===== config.mk =====
export PLATFORM = sky130hd
export DESIGN_NAME = alu_seq
export DESIGN_NICKNAME = d
export VERILOG_FILES = /design/src/rtl/alu_pkg.sv /design/src/rtl/alu_seq_mul.sv /design/src/rtl/alu_seq.sv
export SDC_FILE = /design/constraint.sdc
export NUM_CORES = 1
export LEC_CHECK = 0
export CORE_ASPECT_RATIO = 0.6
export CORE_MARGIN = 4
export CORE_UTILIZATION = 50
export CTS_BUF_LIST = sky130_fd_sc_hd__clkbuf_16
export CTS_CLUSTER_SIZE = 30
export DETAILED_ROUTE_END_ITERATION = 16
export PLACE_DENSITY = 0.69
export REMOVE_ABC_BUFFERS = 1
export SETUP_SLACK_MARGIN = 0.5
export SYNTH_ARGS = -nofsm -noshare
export SYNTH_HDL_FRONTEND = slang
export SYNTH_HIERARCHICAL = 1
export SYNTH_SLANG_ARGS = --single-unit

===== constraint.sdc =====
create_clock -name i_clk -period 2.4 [get_ports i_clk]
set_input_delay 0.24 -clock i_clk [delete_from_list [all_inputs] [get_ports i_clk]]
set_output_delay 0.24 -clock i_clk [all_outputs]
set_load 0.02 [all_outputs]

===== src/rtl/alu_pkg.sv =====
// Shared definitions for the sequential ALU: operation encoding, FSM states
// and the SHIFT-direction constants.
package alu_pkg;

    localparam logic [2:0] ALU_FWD   = 3'b000;
    localparam logic [2:0] ALU_ADD   = 3'b001;
    localparam logic [2:0] ALU_AND   = 3'b010;
    localparam logic [2:0] ALU_OR    = 3'b011;
    localparam logic [2:0] ALU_MUL   = 3'b100;
    localparam logic [2:0] ALU_SRA   = 3'b101;
    localparam logic [2:0] ALU_ROR   = 3'b110;
    localparam logic [2:0] ALU_SHIFT = 3'b111;

    localparam logic SH_LEFT  = 1'b0;
    localparam logic SH_RIGHT = 1'b1;

    typedef enum logic [1:0] {
        IDLE = 2'd0,
        MUL  = 2'd1,
        DONE = 2'd2
    } alu_state_t;

endpackage


===== src/rtl/alu_seq_mul.sv =====
// Shift-add multiplier: one multiplier bit per cycle, LSB first, exactly WIDTH
// steps after i_start, then a one-cycle o_done pulse with the full product.
module alu_seq_mul #(
    parameter int WIDTH = 8
) (
    input  logic                 i_clk,
    input  logic                 i_rst_n,
    input  logic                 i_start,
    input  logic [WIDTH-1:0]     i_a,
    input  logic [WIDTH-1:0]     i_b,
    output logic                 o_done,
    output logic [2*WIDTH-1:0]   o_product
);

    localparam int CW = $clog2(WIDTH + 1);
    localparam logic [CW-1:0] LAST_STEP = CW'(WIDTH - 1);

    logic               r_busy;
    logic               r_done;
    logic [CW-1:0]      r_cnt;
    logic [2*WIDTH-1:0] r_mcand;
    logic [WIDTH-1:0]   r_mplier;
    logic [2*WIDTH-1:0] r_acc;

    // r_mcand holds DATA1 << i for the current step i; r_mplier[0] is DATA2[i]
    always_ff @(posedge i_clk or negedge i_rst_n) begin
        if (!i_rst_n) begin
            r_busy   <= 1'b0;
            r_done   <= 1'b0;
            r_cnt    <= '0;
            r_mcand  <= '0;
            r_mplier <= '0;
            r_acc    <= '0;
        end else begin
            r_done <= 1'b0;
            if (i_start) begin
                r_busy   <= 1'b1;
                r_cnt    <= '0;
                r_acc    <= '0;
                r_mcand  <= {{WIDTH{1'b0}}, i_a};
                r_mplier <= i_b;
            end else if (r_busy) begin
                if (r_mplier[0]) begin
                    r_acc <= r_acc + r_mcand;
                end
                r_mcand  <= r_mcand << 1;
                r_mplier <= r_mplier >> 1;
                r_cnt    <= r_cnt + 1'b1;
                if (r_cnt == LAST_STEP) begin
                    r_busy <= 1'b0;
                    r_done <= 1'b1;
                end
            end
        end
    end

    assign o_done    = r_done;
    assign o_product = r_acc;

endmodule


===== src/rtl/alu_seq.sv =====
// Multi-cycle ALU with valid/ready handshake on both sides, registered
// result/flags and a sequential multiplier; one operation in flight at a time.
module alu_seq
    import alu_pkg::*;
#(
    parameter int WIDTH = 8,
    parameter int SHW   = $clog2(WIDTH) + 1
) (
    input  logic             i_clk,
    input  logic             i_rst_n,
    input  logic             i_in_valid,
    output logic             o_in_ready,
    input  logic [2:0]       i_select,
    input  logic [WIDTH-1:0] i_data1,
    input  logic [WIDTH-1:0] i_data2,
    input  logic [SHW-1:0]   i_shift,
    input  logic             i_choice,
    output logic             o_out_valid,
    input  logic             i_out_ready,
    output logic [WIDTH-1:0] o_result,
    output logic             o_zero,
    output logic             o_carry
);

    localparam logic [SHW-1:0] W_AMT = SHW'(WIDTH);

    alu_state_t         r_state, w_state_next;
    logic [2:0]         r_sel;
    logic [WIDTH-1:0]   r_d1, r_d2;
    logic [SHW-1:0]     r_shift;
    logic               r_choice;
    logic [WIDTH-1:0]   r_result;
    logic               r_carry;
    logic               r_out_valid;

    logic               w_accept;
    logic               w_mul_start;
    logic               w_mul_done;
    logic [2*WIDTH-1:0] w_product;
    logic [WIDTH:0]     w_sum;
    logic               w_big;
    logic [SHW-1:0]     w_rot;
    logic [WIDTH-1:0]   w_alu_result;
    logic               w_alu_carry;

    assign o_in_ready  = (r_state == IDLE);
    assign w_accept    = i_in_valid && o_in_ready;
    assign w_mul_start = w_accept && (i_select == ALU_MUL);

    // The multiplier latches its operands itself so its first step lands on the next edge
    alu_seq_mul #(.WIDTH(WIDTH)) u_mul (
        .i_clk     (i_clk),
        .i_rst_n   (i_rst_n),
        .i_start   (w_mul_start),
        .i_a       (i_data1),
        .i_b       (i_data2),
        .o_done    (w_mul_done),
        .o_product (w_product)
    );

    always_ff @(posedge i_clk or negedge i_rst_n) begin
        if (!i_rst_n) begin
            r_state <= IDLE;
        end else begin
            r_state <= w_state_next;
        end
    end

    always_comb begin
        w_state_next = r_state;
        case (r_state)
            IDLE: if (i_in_valid) w_state_next = (i_select == ALU_MUL) ? MUL : DONE;
            MUL:  if (w_mul_done) w_state_next = DONE;
            DONE: if (r_out_valid && i_out_ready) w_state_next = IDLE;
            default: w_state_next = IDLE;
        endcase
    end

    always_ff @(posedge i_clk or negedge i_rst_n) begin
        if (!i_rst_n) begin
            r_sel    <= '0;
            r_d1     <= '0;
            r_d2     <= '0;
            r_shift  <= '0;
            r_choice <= 1'b0;
        end else if (w_accept) begin
            r_sel    <= i_select;
            r_d1     <= i_data1;
            r_d2     <= i_data2;
            r_shift  <= i_shift;
            r_choice <= i_choice;
        end
    end

    // Single-cycle ops work only on the captured operands
    always_comb begin
        w_sum        = {1'b0, r_d1} + {1'b0, r_d2};
        w_big        = (r_shift >= W_AMT);
        w_rot        = r_shift % W_AMT;
        w_alu_result = '0;
        w_alu_carry  = 1'b0;
        case (r_sel)
            ALU_FWD: w_alu_result = r_d2;
            ALU_ADD: begin
                w_alu_result = w_sum[WIDTH-1:0];
                w_alu_carry  = w_sum[WIDTH];
            end
            ALU_AND: w_alu_result = r_d1 & r_d2;
            ALU_OR:  w_alu_result = r_d1 | r_d2;
            ALU_SRA: w_alu_result = w_big ? {WIDTH{r_d1[WIDTH-1]}}
                                          : WIDTH'($signed(r_d1) >>> r_shift);
            ALU_ROR: w_alu_result = (r_d1 >> w_rot) | (r_d1 << (WIDTH - int'(w_rot)));
            ALU_SHIFT: begin
                if (!w_big) begin
                    w_alu_result = (r_choice == SH_RIGHT) ? (r_d1 >> r_shift)
                                                          : (r_d1 << r_shift);
                end
            end
            default: ;
        endcase
    end

    // Non-MUL results load on the first DONE cycle; MUL results load on o_done
    always_ff @(posedge i_clk or negedge i_rst_n) begin
        if (!i_rst_n) begin
            r_result    <= '0;
            r_carry     <= 1'b0;
            r_out_valid <= 1'b0;
        end else begin
            case (r_state)
                MUL: begin
                    if (w_mul_done) begin
                        r_result    <= w_product[WIDTH-1:0];
                        r_carry     <= |w_product[2*WIDTH-1:WIDTH];
                        r_out_valid <= 1'b1;
                    end
                end
                DONE: begin
                    if (!r_out_valid) begin
                        r_result    <= w_alu_result;
                        r_carry     <= w_alu_carry;
                        r_out_valid <= 1'b1;
                    end else if (i_out_ready) begin
                        r_out_valid <= 1'b0;
                    end
                end
                default: ;
            endcase
        end
    end

    assign o_out_valid = r_out_valid;
    assign o_result    = r_result;
    assign o_zero      = (r_result == '0);
    assign o_carry     = r_carry;

endmodule


---- Word-level counts from Yosys, hierarchy flattened ----
Index checks and enable logic that the tools add are counted.
word-level totals
  register bits ........................... 82
  input bits .............................. 28
  word-level logic and storage cells ...... 91
  output and inout port bits .............. 12
cells by class
  reduce and logical (&&, ||, !) cells .... 14
  equal/unequal tests ..................... 14
  muxes and demuxes ....................... 35
  shifts and indexed selects .............. 5
  add/sub/neg operators ................... 4
  bitwise gates (word level) .............. 3
  $lt $le $gt $ge ......................... 1
operators by type and width
  cell                                                 number
  two-way mux 16 bit                                   5
  two-way mux 8 bit                                    7
  one-hot mux 8 bit (7 select lines)                   1
  << shifter 8 x 32 -> 8 bit                           1
  adder 16 bit                                         1
  bitwise OR 8 bit                                     2
  one-hot mux 8 bit (2 select lines)                   1
  equality test 3 bit, second input constant           4
  two-way mux 1 bit                                    12
  adder 8 x 8 -> 9 bit                                 1
  AND 8 bit                                            1
  zero test 8 bit                                      1
  two-way mux 2 bit                                    4
  two-way mux 4 bit                                    2
  OR reduction 8 bit                                   1
  << shifter 8 x 4 -> 8 bit                            1
  right shift 8 x 3 -> 8 bit                           1
  right shift 8 x 4 -> 8 bit                           1
  >>> shifter 8 x 4 -> 8 bit                           1
  equality test 3 x 2 -> 1 bit, second input constant  2
  inequality test 2 bit, second input constant         3
  one-hot mux 2 bit (3 select lines)                   1
  AND reduction 3 bit                                  2
  nonzero test 2 bit                                   3
  other kinds (13)                                     17

---- Longest topological paths before layout ----
  word-level depth ........................ 6
  depth in mapped cells ................... 11
  depth with buffers taken out ............ 9

---- Cells and area by module ----
The synthesis kept the hierarchy.
modules (own cells, without submodules)
  module       seq. area each (um^2)  times used  area each (um^2)  cells each
  alu_seq      900.9                  1           3437.0            453
  alu_seq_mul  1151.1                 1           2698.8            286

---- Worst setup path before layout ----
No wires, ideal clock.
  path kind ............................... register -> register
  start point ............................. reg r_state[0]
  end point ............................... reg u_mul.r_acc[10], in the netlist u_mul/o_product[10]
  path slack .............................. -0.025 ns
  arrival time ............................ 2.293 ns
  required time ........................... 2.269 ns
  clock period less this slack ............ 2.425 ns
  buffers on the path ..................... 2
  library setup time ...................... 0.131 ns
  stages on the path, launching flop included .. 10
  path through ............................ dfrtp_1 > nor2_1 > and2_1 > clkbuf_1 > nor2b_1 > or2_2 > clkbuf_1 > o41ai_1 > a31oi_1 > nand3_1
between the ends
  longest elaborated chain between the ends .. 5
  elaborated cells between the ends (all ways) .. 7
  those cells by class .................... mux (1); reduce/logical (6)
ends and longest elaborated chain
  what                           line               RTL
  from (decl)                    alu_seq.sv:27      alu_state_t r_state, w_state_next;
  from (signal assigned)         alu_seq.sv:65      r_state <= w_state_next;
  zero test 2 bit *              alu_seq.sv:46      assign o_in_ready = (r_state == IDLE);
  net o_in_ready                 alu_seq.sv:12      output logic o_in_ready,
  logical AND 1 bit *            alu_seq.sv:47      assign w_accept = i_in_valid && o_in_ready;
  logical AND 1 bit *            alu_seq.sv:48      assign w_mul_start = w_accept && (i_select == ALU_MUL);
  net w_mul_start                alu_seq.sv:37      logic w_mul_start;
  nonzero test 2 bit (no line)   --
  AND reduction 2 bit (no line)  --
  to (signal assigned)           alu_seq_mul.sv:44  r_acc <= r_acc + r_mcand;
  to (decl)                      alu_seq_mul.sv:23  logic [2*WIDTH-1:0] r_acc;
Mark *: on every way through the listed nets, which the timed path passes. The rest lies on a longest branch.
A chain may end at the register's enable or synchronous reset.

---- Worst setup path in the final report ----
  start point ............................. reg u_mul.r_mcand[8]
  end point ............................... reg u_mul.r_acc[15], in the netlist u_mul/o_product[15]
between the ends
  longest elaborated chain between the ends .. 4
ends and longest elaborated chain
  what                    line               RTL
  from (decl)             alu_seq_mul.sv:21  logic [2*WIDTH-1:0] r_mcand;
  from (signal assigned)  alu_seq_mul.sv:40  r_mcand <= {{WIDTH{1'b0}}, i_a};
  from (signal assigned)  alu_seq_mul.sv:46  r_mcand <= r_mcand << 1;
  adder 16 bit            alu_seq_mul.sv:44
  two-way mux 16 bit      alu_seq_mul.sv:43  if (r_mplier[0]) begin
  two-way mux 16 bit      alu_seq_mul.sv:42  end else if (r_busy) begin
  two-way mux 16 bit      alu_seq_mul.sv:36  if (i_start) begin
No other way between the ends. The select of a mux whose other input is x is not followed.

==> results.yml <==
placed_design:
  place_ws_ns: 0.0547
  place_hpwl_um: 15400
  place_inst: 951
  place_area_mm2: 0.00691
  port_buffers: 39
  place.gp.congestion: 1.02
cts:
  numCtsBuffers: 9
  cts_sinks: 82
  path_clk_slew_ns: 0.07
  clockBufferDepth: 2
  cts.htree.levels: 3
  cts_tree: "yes"
  root_buffer: "clkbuf_16"
  clk_latency_ns: 0.35
timing:
  timing.final.crit_share_pct: 95.1
  hold_viol: 0
  slew_headroom_pct: 42.3
  slew_violations: 0
  finalClockSkew_ns: 0.00827
  grt_setup_unrepaired: "yes"
  min_period_ns: 2.28
  max_freq_ghz: 0.438
  setup_violations: 0
  layout_setup_ws_ns: 0.119
  tightest_slew_ns: 0.862
status:
  status: "finished clean"
power:
  swShare_pct: 49.4
  report.power.total_uw: 12300
  p_leak_uw: 0.00336
  p_int_uw: 6230
  sequentialPowerShare_pct: 23.2
  p_clk_share_pct: 11.2
  peakVddDrop_mv: 0.696
  comb_power_share_pct: 65.6
  p_switching_uw: 6090
  cellPowerDensity_mw_per_mm2: 1540
yosys:
  ys_seq_area_share_pct: 33.4
  synth_largest_area_cell: "dfrtp_1"
  synth_fa_ha_area_share_pct: 7.38
  synthXorXnorAreaFrac_pct: 1.71
  synth.mux.area_fraction_pct: 9.69
  post-synth-top-area-fraction_pct: 33.4
  syn-cell-area_mm2: 0.00614
  ys.flop_type: "dfrtp_1"
  synthCells: 739
  synth_edf_count: 0
  synth_compound_area_share_pct: 24.0
  yosys.cell_types.count: 77
  ys_warn_count: 6
  synthTopCellsByArea: "dfrtp_1, o21ai_0, ha_1, mux2i_1, nand2_1"
  synth_seq_cells: 82
  synth-async-reset-ratio_pct: 100
  synth_top_family_by_area: "compound AO/OA/AOI/OAI gates"
  avgSynthCellArea_um2: 8.30
  yosys.area_share.simple_pct: 18.1
floorplan:
  dieArea_mm2: 0.0142
  die_w_um: 151
  die_y_um: 93.8
  core_mm2: 0.0120
  top_level_ports: 40
  row_count: 31
  start_util_pct: 51.0
setup_path:
  crit_arrival_ns: 2.51
  rrSetupSlack_ns: 0.12
  cp_max_fo: 3
  rr_endpoint: "u_mul/o_product[15]$_DFFE_PN0P_"
  crit_type: "flip-flop to flip-flop"
  reg2reg_from: "u_mul/r_mcand[8]$_DFFE_PN0P_"
  reg2reg_depth: 7
  critPathLaunchType: "flip-flop"
  end_kind: "flip-flop"
  crit_required_ns: 2.63
route:
  antenna_left: 0
  drc_errors: 0
  drt-initial-drc-count: 812
  dr_wl_met2_um: 8340
  firstDrtPassIters: 6
  vias: 6301
  top_layer: "met4"
  wl_per_cell_um: 21.5
  totalWireLength_um: 21400
  met1_length_um: 9880
  drt-vias-per-instance: 6.32
  route.met3.wl_um: 2980
cells_and_area:
  final_cell_mix: "nand2_1, o21ai_0, buf_4, dfrtp_1, nor2_1"
  synthToLayoutAreaGrowth_pct: 30.2
  final_net_count: 890
  layout_commonest_cell: "nand2_1"
  drive_gt1_share_pct: 25.2
  diodes: 0
  postLayoutCellArea_mm2: 0.00799
  nFillCells: 948
  instances_no_fill: 997
hold_path:
  min_from: "i_shift[1]"
  hold_end: "r_shift[1]$_DFFE_PN0P_"
  hold_depth: 3
  hold_class: "input port to flip-flop"
global_route:
  antenna_found_initial: 0
  overflow: 0
  first_global_vias: 5833
  grt_max_degree: 49
  grt_use_total_pct: 29.8
  grt_pass1_wl_um: 32700
job:
  maxCapViolations: 0
-- through the flow --
stage / utilization, % / hold slack [ns] / TNS (ns)
3_3_place_gp: 57.5 / 0.289 / 0
2_1_floorplan: - / -0.0556 / -66.35
6_report: 66.4 / 0.442 / 0
4_1_cts: 63.8 / 0.435 / 0
5_1_grt: 66.4 / 0.473 / 0
3_5_place_dp: 57.5 / 0.305 / 0
-- how the worst max path moves through the flow --
stage / start / to / slack, ns / cells after the start
4_1_cts: u_mul/r_mcand[2]$_DFFE_PN0P_ / u_mul/o_product[15]$_DFFE_PN0P_ / 0.13 / 7
2_1_floorplan: r_state[0]$_DFFE_PN0P_ / u_mul/o_product[14]$_DFFE_PN0P_ / -2.11 / 7
3_5_place_dp: u_mul/o_product[0]$_DFFE_PN0P_ / u_mul/o_product[8]$_DFFE_PN0P_ / 0.05 / 9
6_report: u_mul/r_mcand[8]$_DFFE_PN0P_ / u_mul/o_product[15]$_DFFE_PN0P_ / 0.12 / 7
3_3_place_gp: u_mul/o_product[4]$_DFFE_PN0P_ / u_mul/o_product[15]$_DFFE_PN0P_ / 0.14 / 7
5_1_grt: u_mul/r_mcand[10]$_DFFE_PN0P_ / u_mul/o_product[15]$_DFFE_PN0P_ / 0.1 / 7
-- sequential cells by signal, summed over array words and instances, names as in the netlist --
signal           count
u_mul/r_cnt          4
u_mul/o_product     16
u_mul/r_mcand       16
r_sel                3
r_d1                 8
o_result             8
u_mul/r_mplier       8
r_shift              4
r_choice             1
r_d2                 8
o_out_valid          1
u_mul/o_done         1
r_state              2
u_mul/r_busy         1
o_carry              1
-- critical path: stages (launching register included) --
cell	delay, ns
dfrtp_2	0.45
ha_1	0.32
and3_1	0.22
nand2_1	0.13
a2111o_1	0.46
nand3_1	0.10
nor3b_4	0.19
mux2_4	0.31
-- cell families (layout without fill, tap and decap cells) --
| family | count (synthesis) | in the layout |
|---|---|---|
| buffers and inverters | 79 | 172 |
| AO/OA/AOI/OAI | 233 | 233 |
| flip-flops | 82 | 82 |
| XOR/XNOR | 12 | 12 |
| adder cells (fa/ha/maj) | 35 | 35 |
| AND/OR/NAND/NOR | 244 | 244 |
| multiplexers | 54 | 54 |
-- cells in the mapped netlist, types with 4 or more instances --
| library cell | number |
|---|---|
| a211oi_1 | 10 |
| a21boi_0 | 4 |
| a21o_1 | 8 |
| a21oi_1 | 48 |
| a31oi_1 | 11 |
| a41oi_1 | 4 |
| and2_1 | 4 |
| and3_1 | 6 |
| buf_2 | 6 |
| buf_6 | 4 |
| clkbuf_1 | 25 |
| dfrtp_1 | 82 |
| ha_1 | 33 |
| inv_1 | 38 |
| mux2_2 | 8 |
| mux2i_1 | 40 |
| nand2_1 | 95 |
| nand2b_1 | 8 |
| nand3_1 | 12 |
| nand4_1 | 4 |
| nor2_1 | 70 |
| nor2b_1 | 8 |
| nor3_1 | 11 |
| nor4_1 | 5 |
| o211ai_1 | 6 |
| o21ai_0 | 84 |
| o22ai_1 | 6 |
| o31ai_1 | 4 |
| or3_1 | 8 |
| xnor2_1 | 7 |
| xor2_1 | 5 |
-- routing by layer --
| metal | track usage, % | vias up |
|---|---|---|
| li1 | - | 2853 |
| met1 | 47.2 | 2983 |
| met2 | 39.5 | 433 |
| met3 | 10.2 | 32 |
| met4 | 4.00 | 0 |
| met5 | 0 | - |
-- power groups by stage --
stage	Sequential, uW	Clock [uW]	Combinational (uW)
after CTS	2760	1390	7280
after global placement	2710	0	6420
after detailed placement	2740	0	6510
final	2850	1380	8090
after floorplan	2820	0	3940
after global routing	2920	1450	8600
-- cell type report --
cell class	instances	area, um2	share of cell area [%]
clock buffers	9	225	2.82
clock inverters	7	66.3	0.830
inverters	38	146	1.83
multi-input cells	578	4200	52.6
flip-flops and latches	82	2070	25.9
well taps	165	206	2.58
repair buffers	118	1070	13.4
-- timing repair --
| item | 4_1_cts | 5_1_grt |
|---|---|---|
| setup endpoints to repair | 40 | 29 |
| resized for setup | 75 | 57 |
| hold endpoints to repair | 45 | 0 |
| gates cloned | 1 | 1 |
| hold buffers | 1 | 0 |
| pin swaps | 23 | 16 |
| buffers inserted | 14 | 13 |
No activity file was read; power rests on OpenSTA's default activity.
